### src/rtl/mips20_pkg.sv
// Shared processor definitions: datapath widths, the NOP encoding and the
// state encoding of the IF/ID pipeline register.
package mips20_pkg;

  localparam int unsigned PcWidth    = 20;
  localparam int unsigned InstrWidth = 20;

  localparam logic [InstrWidth-1:0] NopInstr = 20'h00000;

  typedef enum logic [1:0] {
    StEmpty = 2'd0,
    StBusy  = 2'd1,
    StFull  = 2'd2
  } if_id_state_e;

endpackage

### src/rtl/if_id_pipe_reg.sv
// IF/ID pipeline register: a main register driving decode plus one skid entry,
// so in_ready depends only on registered state and never on out_ready.
module if_id_pipe_reg
  import mips20_pkg::*;
#(
  parameter int unsigned        PC_W      = PcWidth,
  parameter int unsigned        INSTR_W   = InstrWidth,
  parameter logic [INSTR_W-1:0] NOP_INSTR = INSTR_W'(NopInstr)
) (
  input  logic               clk,
  input  logic               rst_n,
  input  logic               in_valid,
  output logic               in_ready,
  input  logic [PC_W-1:0]    in_pc,
  input  logic [INSTR_W-1:0] in_instr,
  input  logic               flush,
  output logic               out_valid,
  input  logic               out_ready,
  output logic [PC_W-1:0]    out_pc,
  output logic [INSTR_W-1:0] out_instr
);

  if_id_state_e       state_q, state_d;
  logic [PC_W-1:0]    main_pc_q, main_pc_d;
  logic [INSTR_W-1:0] main_instr_q, main_instr_d;
  logic [PC_W-1:0]    skid_pc_q, skid_pc_d;
  logic [INSTR_W-1:0] skid_instr_q, skid_instr_d;

  logic accept;
  logic release_en;

  assign out_valid  = (state_q != StEmpty);
  assign in_ready   = (state_q != StFull);
  assign accept     = in_valid && in_ready;
  assign release_en = out_valid && out_ready;

  assign out_pc    = main_pc_q;
  assign out_instr = main_instr_q;

  always_comb begin
    state_d      = state_q;
    main_pc_d    = main_pc_q;
    main_instr_d = main_instr_q;
    skid_pc_d    = skid_pc_q;
    skid_instr_d = skid_instr_q;

    unique case (state_q)
      StEmpty: begin
        if (accept) begin
          state_d      = StBusy;
          main_pc_d    = in_pc;
          main_instr_d = in_instr;
        end
      end
      StBusy: begin
        if (accept && release_en) begin
          main_pc_d    = in_pc;
          main_instr_d = in_instr;
        end else if (release_en) begin
          // Main keeps the released pair so decode sees stable data while empty.
          state_d = StEmpty;
        end else if (accept) begin
          state_d      = StFull;
          skid_pc_d    = in_pc;
          skid_instr_d = in_instr;
        end
      end
      StFull: begin
        if (release_en) begin
          state_d      = StBusy;
          main_pc_d    = skid_pc_q;
          main_instr_d = skid_instr_q;
        end
      end
      default: state_d = StEmpty;
    endcase

    // Redirect wins over any transfer in the same cycle.
    if (flush) begin
      state_d      = StEmpty;
      main_pc_d    = '0;
      main_instr_d = NOP_INSTR;
    end
  end

  always_ff @(posedge clk or negedge rst_n) begin
    if (!rst_n) begin
      state_q      <= StEmpty;
      main_pc_q    <= '0;
      main_instr_q <= NOP_INSTR;
      skid_pc_q    <= '0;
      skid_instr_q <= '0;
    end else begin
      state_q      <= state_d;
      main_pc_q    <= main_pc_d;
      main_instr_q <= main_instr_d;
      skid_pc_q    <= skid_pc_d;
      skid_instr_q <= skid_instr_d;
    end
  end

endmodule

### config.mk
export PLATFORM = sky130hd
export DESIGN_NAME = if_id_pipe_reg
export DESIGN_NICKNAME = d
export VERILOG_FILES = /design/src/rtl/mips20_pkg.sv /design/src/rtl/if_id_pipe_reg.sv
export SDC_FILE = /design/constraint.sdc
export NUM_CORES = 1
export LEC_CHECK = 0
export ABC_CLOCK_PERIOD_IN_PS = 5540
export CORE_MARGIN = 5
export CORE_UTILIZATION = 55
export CTS_BUF_LIST = sky130_fd_sc_hd__clkbuf_16
export DETAILED_ROUTE_END_ITERATION = 8
export GPL_TIMING_DRIVEN = 0
export HOLD_SLACK_MARGIN = 0.06
export PLACE_DENSITY = 0.94
export SYNTH_ARGS = -nofsm -noshare
export SYNTH_HDL_FRONTEND = slang
export SYNTH_SLANG_ARGS = --single-unit
### constraint.sdc
create_clock -name clk -period 5.54 [get_ports clk]
set_input_delay 1.108 -clock clk [delete_from_list [all_inputs] [get_ports clk]]
set_output_delay 1.108 -clock clk [all_outputs]
set_load 0.01 [all_outputs]
## Word-level counts from Yosys, hierarchy flattened

Cells that the tools add are included.

- Equal/unequal tests: 8
- Mux-type cells: 17
- Bitwise operators: 2
- Reduce and logical (&&, ||, !) cells: 9

Operator list:

| kind | count |
|---|---|
| two-way mux 20 bit | 8 |
| one-hot mux 20 bit (3 select lines) | 2 |
| two-way mux 2 bit | 6 |
| != test 3 bit (second input constant) | 4 |
| AND reduction 4 bit | 3 |
| one-hot mux 2 bit (3 select lines) | 1 |
| != test 4 bit (second input constant) | 1 |
| nonzero test 4 bit | 1 |
| logical AND 1 bit | 3 |
| equality test 2 x 1 -> 1 bit (second input constant) | 1 |
| equality test 2 bit (second input constant) | 1 |
| logical NOT 2 bit | 1 |
| != test 2 bit (second input constant) | 1 |
| NOT 1 bit | 2 |
| nonzero test 2 bit | 1 |

- Word-level logic and storage cells: 41
- Output and inout port bits: 42
- Bits of input ports: 45
- Flip-flop bits (word level): 82

## Longest topological paths before layout

Gate-level depths: netlist of run 1.

- Word-level depth: 7
- Gate-level depth with buffers: 9
- Depth with buffers taken out: 6

## Least setup slack after synthesis of run 1

OpenSTA, ideal clock, no wires.

- Kind: input to register
- Start point: input out_ready
- End point: register skid_instr_q[0]
- Library setup time: 125 ps
- Slack: 3419 ps
- Arrival: 1996 ps
- Stages on the path: 5
- Data required time: 5415 ps
- Cells stage by stage: nand2b_2 -> and4_4 -> buf_6 -> buf_6 -> mux2_4

- Longest elaborated chain between the ends: 4
- Elaborated cells on any way between the ends: 5

RTL lines:

| element | line | RTL |
|---|---|---|
| start, declared | if_id_pipe_reg.sv:18 | `input logic out_ready,` |
| logical AND 1 bit (*) | if_id_pipe_reg.sv:35 | `assign release_en = out_valid && out_ready;` |
| logical AND 1 bit | if_id_pipe_reg.sv:56 | `if (accept && release_en) begin` |
| NOT 1 bit (no source line) | n/a |  |
| AND reduction 4 bit (no source line) (*) | n/a |  |
| end signal, assigned | if_id_pipe_reg.sv:98 | `skid_instr_q <= skid_instr_d;` |
| end, declared | if_id_pipe_reg.sv:27 | `logic [INSTR_W-1:0] skid_instr_q, skid_instr_d;` |

Mark *: on every way between the ends. The rest lies on a longest branch, timed or not.
A chain may end at the register's enable or synchronous reset.

## Worst setup path in the final report of run 1

- Start point: register state_q[0]
- End point: output in_ready

- Longest elaborated chain between the ends: 1

RTL lines:

| element | line | RTL |
|---|---|---|
| start, declared | if_id_pipe_reg.sv:23 | `if_id_state_e state_q, state_d;` |
| start signal, assigned | if_id_pipe_reg.sv:88 | `state_q <= StEmpty;` |
| start signal, assigned | if_id_pipe_reg.sv:94 | `state_q <= state_d;` |
| != test 2 bit | if_id_pipe_reg.sv:33 | `assign in_ready = (state_q != StFull);` |
| end, declared | if_id_pipe_reg.sv:13 | `output logic in_ready,` |

Every way passes these cells.

==> results of run 1 <==
[path summary, 6_finish.rpt]
check	startpoint	end	slack [ps]
worst max-delay path	state_q[0]	in_ready	2650
worst min-delay path	skid_pc_q[15]	skid_pc_q[15]	510
worst max register to register	state_q[0]	out_instr[18]	3490
worst min register to register	skid_pc_q[15]	skid_pc_q[15]	510
max in group asynchronous	rst_n	out_pc[6]	4220
min in group asynchronous	rst_n	out_instr[15]	710
[state kept, by name (all words and copies together) (netlist names)]
register	count
skid_pc_q	20
state_q	2
skid_instr_q	20
out_pc	20
out_instr	20
[stage by stage]
| step | utilization [%] | setup slack [ps] | std cells |
|---|---|---|---|
| floorplan | - | 3420 | 295 |
| global placement | 68.3 | 469 | 482 |
| detailed placement | 68.7 | 2660 | 483 |
| CTS | 72.5 | 2630 | 499 |
| global route | 72.5 | 2580 | 499 |
| finish | 72.5 | 2650 | 499 |
[logic make-up after synthesis]
kind of cell,share of synthesized area [%]
multiplexers,24.1
flip-flops,48.6
AND/OR/NAND/NOR,6.29
AO/OA/AOI/OAI,12.9
buffers and inverters,6.88
adder cells (fa/ha/maj),1.19
[metal layers]
metal / GRT usage (%) / vias up
met5: 0 / -
met4: 6.60 / 0
met3: 4.59 / 16
met2: 34.9 / 81
met1: 27.7 / 1445
li1: - / 1279
[layout make-up]
type                    count  area (um2)
fillers                   515        2100
flip-flops and latches     82        2050
multi-input cells         179        1880
repair buffers             86         876
plain buffers              28         268
clock buffers               9         225
well taps                 102         128
clock inverters             7        62.6
inverters                   6        22.5
[layout by cell type, fill, tap and decap left out, drive strengths merged, types with 3 or more instances in the layout]
master,instances
clkdlybuf4s50,84
a211oi,41
nor3,41
ha,4
inv,8
mux2,41
clkbuf,14
nor2,3
mux2i,41
dlymetal6s2s,4
dfrtp,82
buf,21
[cells in the mapped netlist, types with 2 or more instances]
library cell	number	area share (%)
dfrtp_1	82	49
mux2i_1	41	9.7
a211oi_2	40	12
nor3_1	40	4.7
mux2_4	39	14
buf_2	8	0.95
buf_6	7	1.9
inv_1	6	0.53
clkbuf_1	5	0.44
buf_12	4	1.9
dlymetal6s2s_1	4	1.2
ha_1	4	1.2
nor2_1	3	0.27
mux2_1	2	0.53
[power by group through the flow]
stage / combinational, mW / clock, mW / sequential, mW
detailed placement: 1.44 / 0 / 1.05
finish: 1.44 / 0.583 / 1.05
global route: 1.53 / 0.620 / 1.08
CTS: 1.45 / 0.589 / 1.05
global placement: 1.40 / 0 / 1.03
floorplan: 0.917 / 0 / 1.07
==> results.sh, run 1 <==
export IMPL_worstSetupPathDepth=5
export IMPL_cp_num_buf_inv=4
export IMPL_p_int_mw=2.04
export IMPL_slew_viol_final=0
export IMPL_setup_tns_final_ps=0
export IMPL_post_cts_resized=0
export IMPL_met3WireLength_um=356
export IMPL_holdBufCountCts=0
export IMPL_max_slew_margin_pct=50.9
export IMPL_dpl_hpwl_um=6610
export IMPL_gp_congestion=0.738
export IMPL_die_y_um=97.6
export IMPL_slowest_stage="clkdlybuf4s50_1"
export IMPL_top_layer="met4"
export IMPL_die_w_um=97.6
export IMPL_pwr_share_comb_pct=46.7
export IMPL_powerDensity_nw_per_um2=558
export IMPL_rr_worst_depth=7
export IMPL_avgRoutedWirePerCell_um=19.6
export IMPL_numCtsBuffers=9
export IMPL_grt_pass1_wl_um=16300
export IMPL_p_total_mw=3.07
export IMPL_cp_max_fo=8
export IMPL_finalHoldViolCount=0
export IMPL_cts_tree="built"
export IMPL_async_flop_share_pct=100
export IMPL_io_buffers=85
export IMPL_route_detailed_drc=0
export IMPL_hold_path_class="flop to flop"
export IMPL_required_ps=4430
export IMPL_cp_top_family="buffers and inverters"
export IMPL_crit_top_cell="inv_1"
export IMPL_worstSetupEndpointType="output pin"
export IMPL_critical_path_max_stage_delay_ps=560
export IMPL_period_needed_ps=2890
export IMPL_antenna_found_initial=0
export IMPL_gr_total_overflow=0
export IMPL_setup_viol=0
export IMPL_avgSynthCellArea_um2=14.3
export IMPL_leakagePower_nw=2.31
export IMPL_io_pin_count=87
export IMPL_num_vias=2821
export IMPL_status="finished, final reports clean"
export IMPL_synth_seq_area_share_pct=48.6
export IMPL_synth_warnings=0
export IMPL_synth_fp_nets=344
export IMPL_fin_hold_ws_ps=515
export IMPL_m1WireLength_um=4420
export IMPL_insertion_delay_ps=330
export IMPL_cp_cell_sequence="inv_1 > ha_1 > buf_6 > inv_1 > clkdlybuf4s50_1"
export IMPL_seqPwrFrac_pct=34.3
export IMPL_ant_nets=0
export IMPL_finalClockSkew_ps=6.23
export IMPL_syn_inst=295
export IMPL_p_switching_mw=1.04
export IMPL_die_area_um2=9520
export IMPL_synth_ff_type="dfrtp_1"
export IMPL_synth_edf_count=0
export IMPL_wirelength_um=9780
export IMPL_clk_pin_slew_ps=60
export IMPL_switching_share_pct=33.7
export IMPL_h_tree_depth=3
export IMPL_ir_drop_mv=0.229
export IMPL_syn2layout_area_growth_pct=30.6
export IMPL_coreArea_um2=7610
export IMPL_postCtsSetupRepairBufs=0
export IMPL_syn_area_um2=4220
export IMPL_cp_arrival_ps=1790
export IMPL_cts_sinks=82
export IMPL_synth_cell_type_count=24
export IMPL_grt_max_degree=54
export IMPL_wl_met2_um=4860
export IMPL_dr_pass1_iters=4
export IMPL_ys_ff_latch=82
export IMPL_grt_usage_pct=21.1
export IMPL_crit_type="flop to output pin"
export IMPL_drt_iter0_markers=86
export IMPL_maxCapViolations=0
export IMPL_clock_root_buffer="clkbuf_16"
export IMPL_num_antenna_cells=0
export IMPL_fin_area_um2=5510
export IMPL_vias_per_cell=5.65
export IMPL_initial_core_util_pct=55.5
export IMPL_clkPwrFrac_pct=19.0
export IMPL_nNetsFinal=441
export IMPL_rows=32
export IMPL_placed_area_um2=5220
export IMPL_rsz0062_at_grt="false"
export IMPL_min_path_cells=1
export IMPL_cts_buffer_depth=2
export IMPL_grt_pass1_vias=3136
export IMPL_worstMarginPinSlew_ps=736
export IMPL_fin_crit_sh_pct=52.2
export IMPL_fmax_mhz=346
export IMPL_critPathLaunchType="flop"
export IMPL_layout_drive_gt1_share_pct=30.0
Note: power is estimated with default switching activity, not from simulation.
==> run 2, diff against run 1 <==
Settings changed: ABC_CLOCK_PERIOD_IN_PS 5540 to 2750, CORE_UTILIZATION 55 to 52, PLACE_DENSITY 0.94 to 0.9.
Clock period 5.54 ns to 2.75 ns, I/O delays scaled along.
==> results.sh, run 2 (synthesis gave the netlist of run 1 again) <==
export IMPL_rows=32
export IMPL_period_needed_ps=2330
export IMPL_die_area_um2=10000
export IMPL_status="finished, final reports clean"
export IMPL_worstSetupEndpointType="output pin"
export IMPL_holdBufCountCts=0
export IMPL_die_w_um=100
export IMPL_cts_sinks=82
export IMPL_cp_cell_sequence="inv_1 > ha_1 > buf_6 > inv_1 > clkdlybuf4s50_1"
export IMPL_grt_usage_pct=20.1
export IMPL_num_vias=2764
export IMPL_clk_pin_slew_ps=60
export IMPL_cts_buffer_depth=2
export IMPL_fin_hold_ws_ps=169
export IMPL_drt_iter0_markers=71
export IMPL_coreArea_um2=7810
export IMPL_powerDensity_nw_per_um2=1120
export IMPL_io_buffers=85
export IMPL_use_met2_pct=34.7
export IMPL_switching_share_pct=33.7
export IMPL_pwr_share_comb_pct=46.9
export IMPL_grt_pass1_wl_um=15800
export IMPL_slowest_stage="clkdlybuf4s50_1"
export IMPL_cts_tree="built"
export IMPL_grt_pass1_vias=3083
export IMPL_crit_top_cell="inv_1"
export IMPL_max_slew_margin_pct=50.1
export IMPL_finalClockSkew_ps=7.90
export IMPL_leakagePower_nw=2.31
export IMPL_worstMarginPinSlew_ps=748
export IMPL_placed_area_um2=5220
export IMPL_post_cts_resized=0
export IMPL_wirelength_um=9930
export IMPL_numCtsBuffers=9
export IMPL_p_switching_mw=2.08
export IMPL_initial_core_util_pct=54.1
export IMPL_layout_drive_gt1_share_pct=30.0
export IMPL_rsz0062_at_grt="false"
export IMPL_nNetsFinal=441
export IMPL_fin_area_um2=5510
export IMPL_p_int_mw=4.11
export IMPL_postCtsSetupRepairBufs=0
export IMPL_fin_crit_sh_pct=84.6
export IMPL_required_ps=2200
export IMPL_cp_top_family="buffers and inverters"
export IMPL_cp_max_fo=8
export IMPL_cp_arrival_ps=1780
export IMPL_seqPwrFrac_pct=34.2
export IMPL_final_cell_mix="clkdlybuf4s50_1, dfrtp_1, mux2i_1"
export IMPL_hold_path_class="input pin to async pin"
export IMPL_die_y_um=100
export IMPL_gp_congestion=0.754
export IMPL_h_tree_depth=3
export IMPL_finalHoldViolCount=0
export IMPL_ir_drop_mv=0.537
export IMPL_syn2layout_area_growth_pct=30.6
export IMPL_top_usage_layer="met2"
export IMPL_antenna_found_initial=0
export IMPL_dr_pass1_iters=4
export IMPL_num_antenna_cells=0
export IMPL_p_total_mw=6.19
export IMPL_critPathLaunchType="flop"
export IMPL_crit_type="flop to output pin"
export IMPL_critical_path_max_stage_delay_ps=560
export IMPL_route_detailed_drc=0
export IMPL_maxCapViolations=0
export IMPL_clkPwrFrac_pct=18.9
export IMPL_vias_per_cell=5.54
export IMPL_grt_max_degree=50
export IMPL_clock_root_buffer="clkbuf_16"
export IMPL_slew_viol_final=0
export IMPL_met1_usage_pct=25.3
export IMPL_io_pin_count=87
export IMPL_fmax_mhz=430
export IMPL_ant_nets=0
export IMPL_dpl_hpwl_um=6730
export IMPL_setup_viol=0
export IMPL_cp_num_buf_inv=4
export IMPL_insertion_delay_ps=340
export IMPL_gr_total_overflow=0
export IMPL_avgRoutedWirePerCell_um=19.9
export IMPL_grt_util_met3_pct=5.14
export IMPL_final_common_cell="clkdlybuf4s50_1"
-- run 2: area by class of cell --
type / instances / area, um2
repair buffers: 86 / 876
flip-flops and latches: 82 / 2050
inverters: 6 / 22.5
fillers: 549 / 2300
multi-input cells: 179 / 1880
clock buffers: 9 / 225
clock inverters: 7 / 62.6
well taps: 102 / 128
plain buffers: 28 / 268
-- run 2: worst paths after layout --
kind                                  startpoint               end  slack, ps  cells after the start
worst max-delay path                  state_q[0]          in_ready        420                      5
worst min-delay path                       rst_n  skid_instr_q[14]        170                      1
worst max register to register        state_q[0]      out_instr[7]        740                      8
worst min register to register  skid_instr_q[19]  skid_instr_q[19]        510                      1
max in group asynchronous                  rst_n      skid_pc_q[6]       1970                      2
min in group clk                skid_instr_q[19]  skid_instr_q[19]        510                      1
-- run 2: layer usage --
layer	up-vias	share of wire (%)	wire, um
li1	1273	-	-
met1	1403	43	4290
met2	75	50	4990
met3	13	5.2	517
met4	0	1.3	128
met5	-	0	0
-- run 2: power by group through the flow --
stage          logic (mW)  clock network (mW)  registers, mW
2_1_floorplan        1.85                   0           2.15
3_3_place_gp         2.81                   0           2.08
3_5_place_dp         2.92                   0           2.11
4_1_cts              2.94                1.19           2.11
5_1_grt              3.09                1.23           2.18
6_report             2.91                1.17           2.12
-- run 2: metrics by stage --
step / worst slack [ps] / cells / utilization (%) / TNS [ps]
floorplan: 967 / 295 / - / 0
global route: 328 / 499 / 70.6 / 0
CTS: 411 / 499 / 70.6 / 0
detailed placement: 456 / 483 / 66.9 / 0
global placement: -1820 / 482 / 66.6 / -148590
finish: 422 / 499 / 70.6 / 0
==> run 3, diff against run 2 <==
Settings changed: ABC_CLOCK_PERIOD_IN_PS 2750 to 2200.
Clock period 2.75 ns to 2.2 ns, I/O delays scaled along.
==> results.sh, run 3 (synthesis gave the netlist of run 1 again) <==
export IMPL_status="finished, final reports clean"
export IMPL_reg2reg_slack_ps=190
export IMPL_cts_tree="built"
export IMPL_holdBufCountCts=0
export IMPL_insertion_delay_ps=340
export IMPL_layout_drive_gt1_share_pct=30.0
export IMPL_period_needed_ps=2120
export IMPL_finalHoldViolCount=0
export IMPL_maxCapViolations=0
export IMPL_dr_pass1_iters=4
export IMPL_final_cell_mix="clkdlybuf4s50_1, dfrtp_1, mux2i_1"
export IMPL_syn2layout_area_growth_pct=30.6
export IMPL_slew_viol_final=0
export IMPL_cts_buffer_depth=2
export IMPL_grt_pass1_vias=3083
export IMPL_worstSetupEndpointType="output pin"
export IMPL_fin_util_pct=70.6
export IMPL_numCtsBuffers=9
export IMPL_cp_max_fo=4
export IMPL_rsz0062_at_grt="false"
export IMPL_rr_worst_depth=8
export IMPL_post_place_cells=483
export IMPL_critPathLaunchType="flop"
export IMPL_cp_cell_sequence="inv_1 > ha_1 > inv_1 > clkdlybuf4s50_1"
export IMPL_io_pin_count=87
export IMPL_crit_top_cell="inv_1"
export IMPL_antenna_found_initial=0
export IMPL_die_y_um=100
export IMPL_h_tree_depth=3
export IMPL_clock_root_buffer="clkbuf_16"
export IMPL_fin_cells=499
export IMPL_rows=32
export IMPL_pre_cts_slack_ps=15.7
export IMPL_gp_congestion=0.754
export IMPL_grt_pass1_wl_um=15800
export IMPL_vias_per_cell=5.54
export IMPL_finalClockSkew_ps=7.90
export IMPL_io_buffers=85
export IMPL_dpl_hpwl_um=6730
export IMPL_powerDensity_nw_per_um2=1400
export IMPL_timing_rr_end="out_instr[7]"
export IMPL_ant_nets=0
export IMPL_coreArea_um2=7810
export IMPL_hold_path_class="input pin to async pin"
export IMPL_ir_drop_mv=0.671
export IMPL_slowest_stage="clkdlybuf4s50_1"
export IMPL_leakagePower_nw=2.30
export IMPL_clk_pin_slew_ps=60
export IMPL_r2r_start="state_q[0]"
export IMPL_setup_ws_ps=75.9
export IMPL_gr_total_overflow=0
export IMPL_cts_sinks=82
export IMPL_max_slew_margin_pct=50.1
export IMPL_num_fill_cells=550
export IMPL_final_common_cell="clkdlybuf4s50_1"
export IMPL_setup_tns_final_ps=0
export IMPL_crit_type="flop to output pin"
export IMPL_drt_iter0_markers=71
export IMPL_fin_crit_sh_pct=96.6
export IMPL_worstMarginPinSlew_ps=748
export IMPL_num_antenna_cells=0
export IMPL_cp_top_family="buffers and inverters"
export IMPL_postCtsSetupRepairBufs=0
export IMPL_grt_max_degree=50
export IMPL_wirelength_um=9930
export IMPL_grt_usage_pct=20.1
export IMPL_initial_core_util_pct=54.1
export IMPL_cp_num_buf_inv=3
export IMPL_num_vias=2764
export IMPL_die_w_um=100
export IMPL_route_detailed_drc=0
export IMPL_nNetsFinal=441
export IMPL_critical_path_max_stage_delay_ps=530
export IMPL_fmax_mhz=471
export IMPL_die_area_um2=10000
export IMPL_required_ps=1760
export IMPL_cp_arrival_ps=1680
export IMPL_avgRoutedWirePerCell_um=19.9
export IMPL_setup_viol=0
[run 3: changes by cell type in the layout (fill, tap and decap cells not counted)]
cell	before	now
dlygate4sd2_1	0	1
clkdlybuf4s50_1	84	83
[run 3: how the worst max path moves through the flow]
stage | from | end | slack, ps | cells past startpoint
2_1_floorplan | state_q[0] | skid_instr_q[0] | 420 | 7
3_3_place_gp | rst_n | out_pc[10] | -2260 | 1
3_5_place_dp | in_valid | out_pc[10] | 20 | 6
4_1_cts | state_q[0] | out_valid | 80 | 4
5_1_grt | state_q[0] | out_valid | 10 | 4
6_report | state_q[0] | out_valid | 80 | 4
[run 3: cell type report]
cell class / instances / area, um2 / area share, %
tap: 102 / 128 / 2.32
timing repair buffer: 86 / 875 / 15.9
sequential: 82 / 2050 / 37.2
clock buffer: 9 / 225 / 4.09
multi-input combinational: 179 / 1880 / 34.1
inverter: 6 / 22.5 / 0.409
buffer: 28 / 268 / 4.86
clock inverter: 7 / 62.6 / 1.14
[run 3: metal layers]
| layer | up-vias | global-route usage (%) | share of wire (%) | wire length [um] |
|---|---|---|---|---|
| li1 | 1273 | - | - | - |
| met1 | 1403 | 25.3 | 43 | 4290 |
| met2 | 75 | 34.7 | 50 | 4990 |
| met3 | 13 | 5.14 | 5.2 | 517 |
| met4 | 0 | 5.18 | 1.3 | 128 |
| met5 | - | 0 | 0 | 0 |
[run 3: power by group]
| group | leakage, nW | internal, mW | switching [mW] |
|---|---|---|---|
| sequential | 1.03 | 2.21 | 0.434 |
| clock | 0.144 | 0.867 | 0.594 |
| combinational | 1.13 | 2.05 | 1.58 |
[run 3: repair_timing]
item,CTS,global route
endpoints found under the hold margin,0,0
endpoints found under the setup margin,1,0
resized for setup,1,0
[run 3: per-stage QoR]
stage | power [mW] | instance area [um2] | hold slack (ps)
detailed placement | 6.29 | 5220 | 426
finish | 7.74 | 5510 | 59.0
CTS | 7.79 | 5510 | 68.4
global placement | 6.11 | 5200 | 468
floorplan | 5.00 | 4220 | 144
global route | 8.12 | 5510 | 88.9
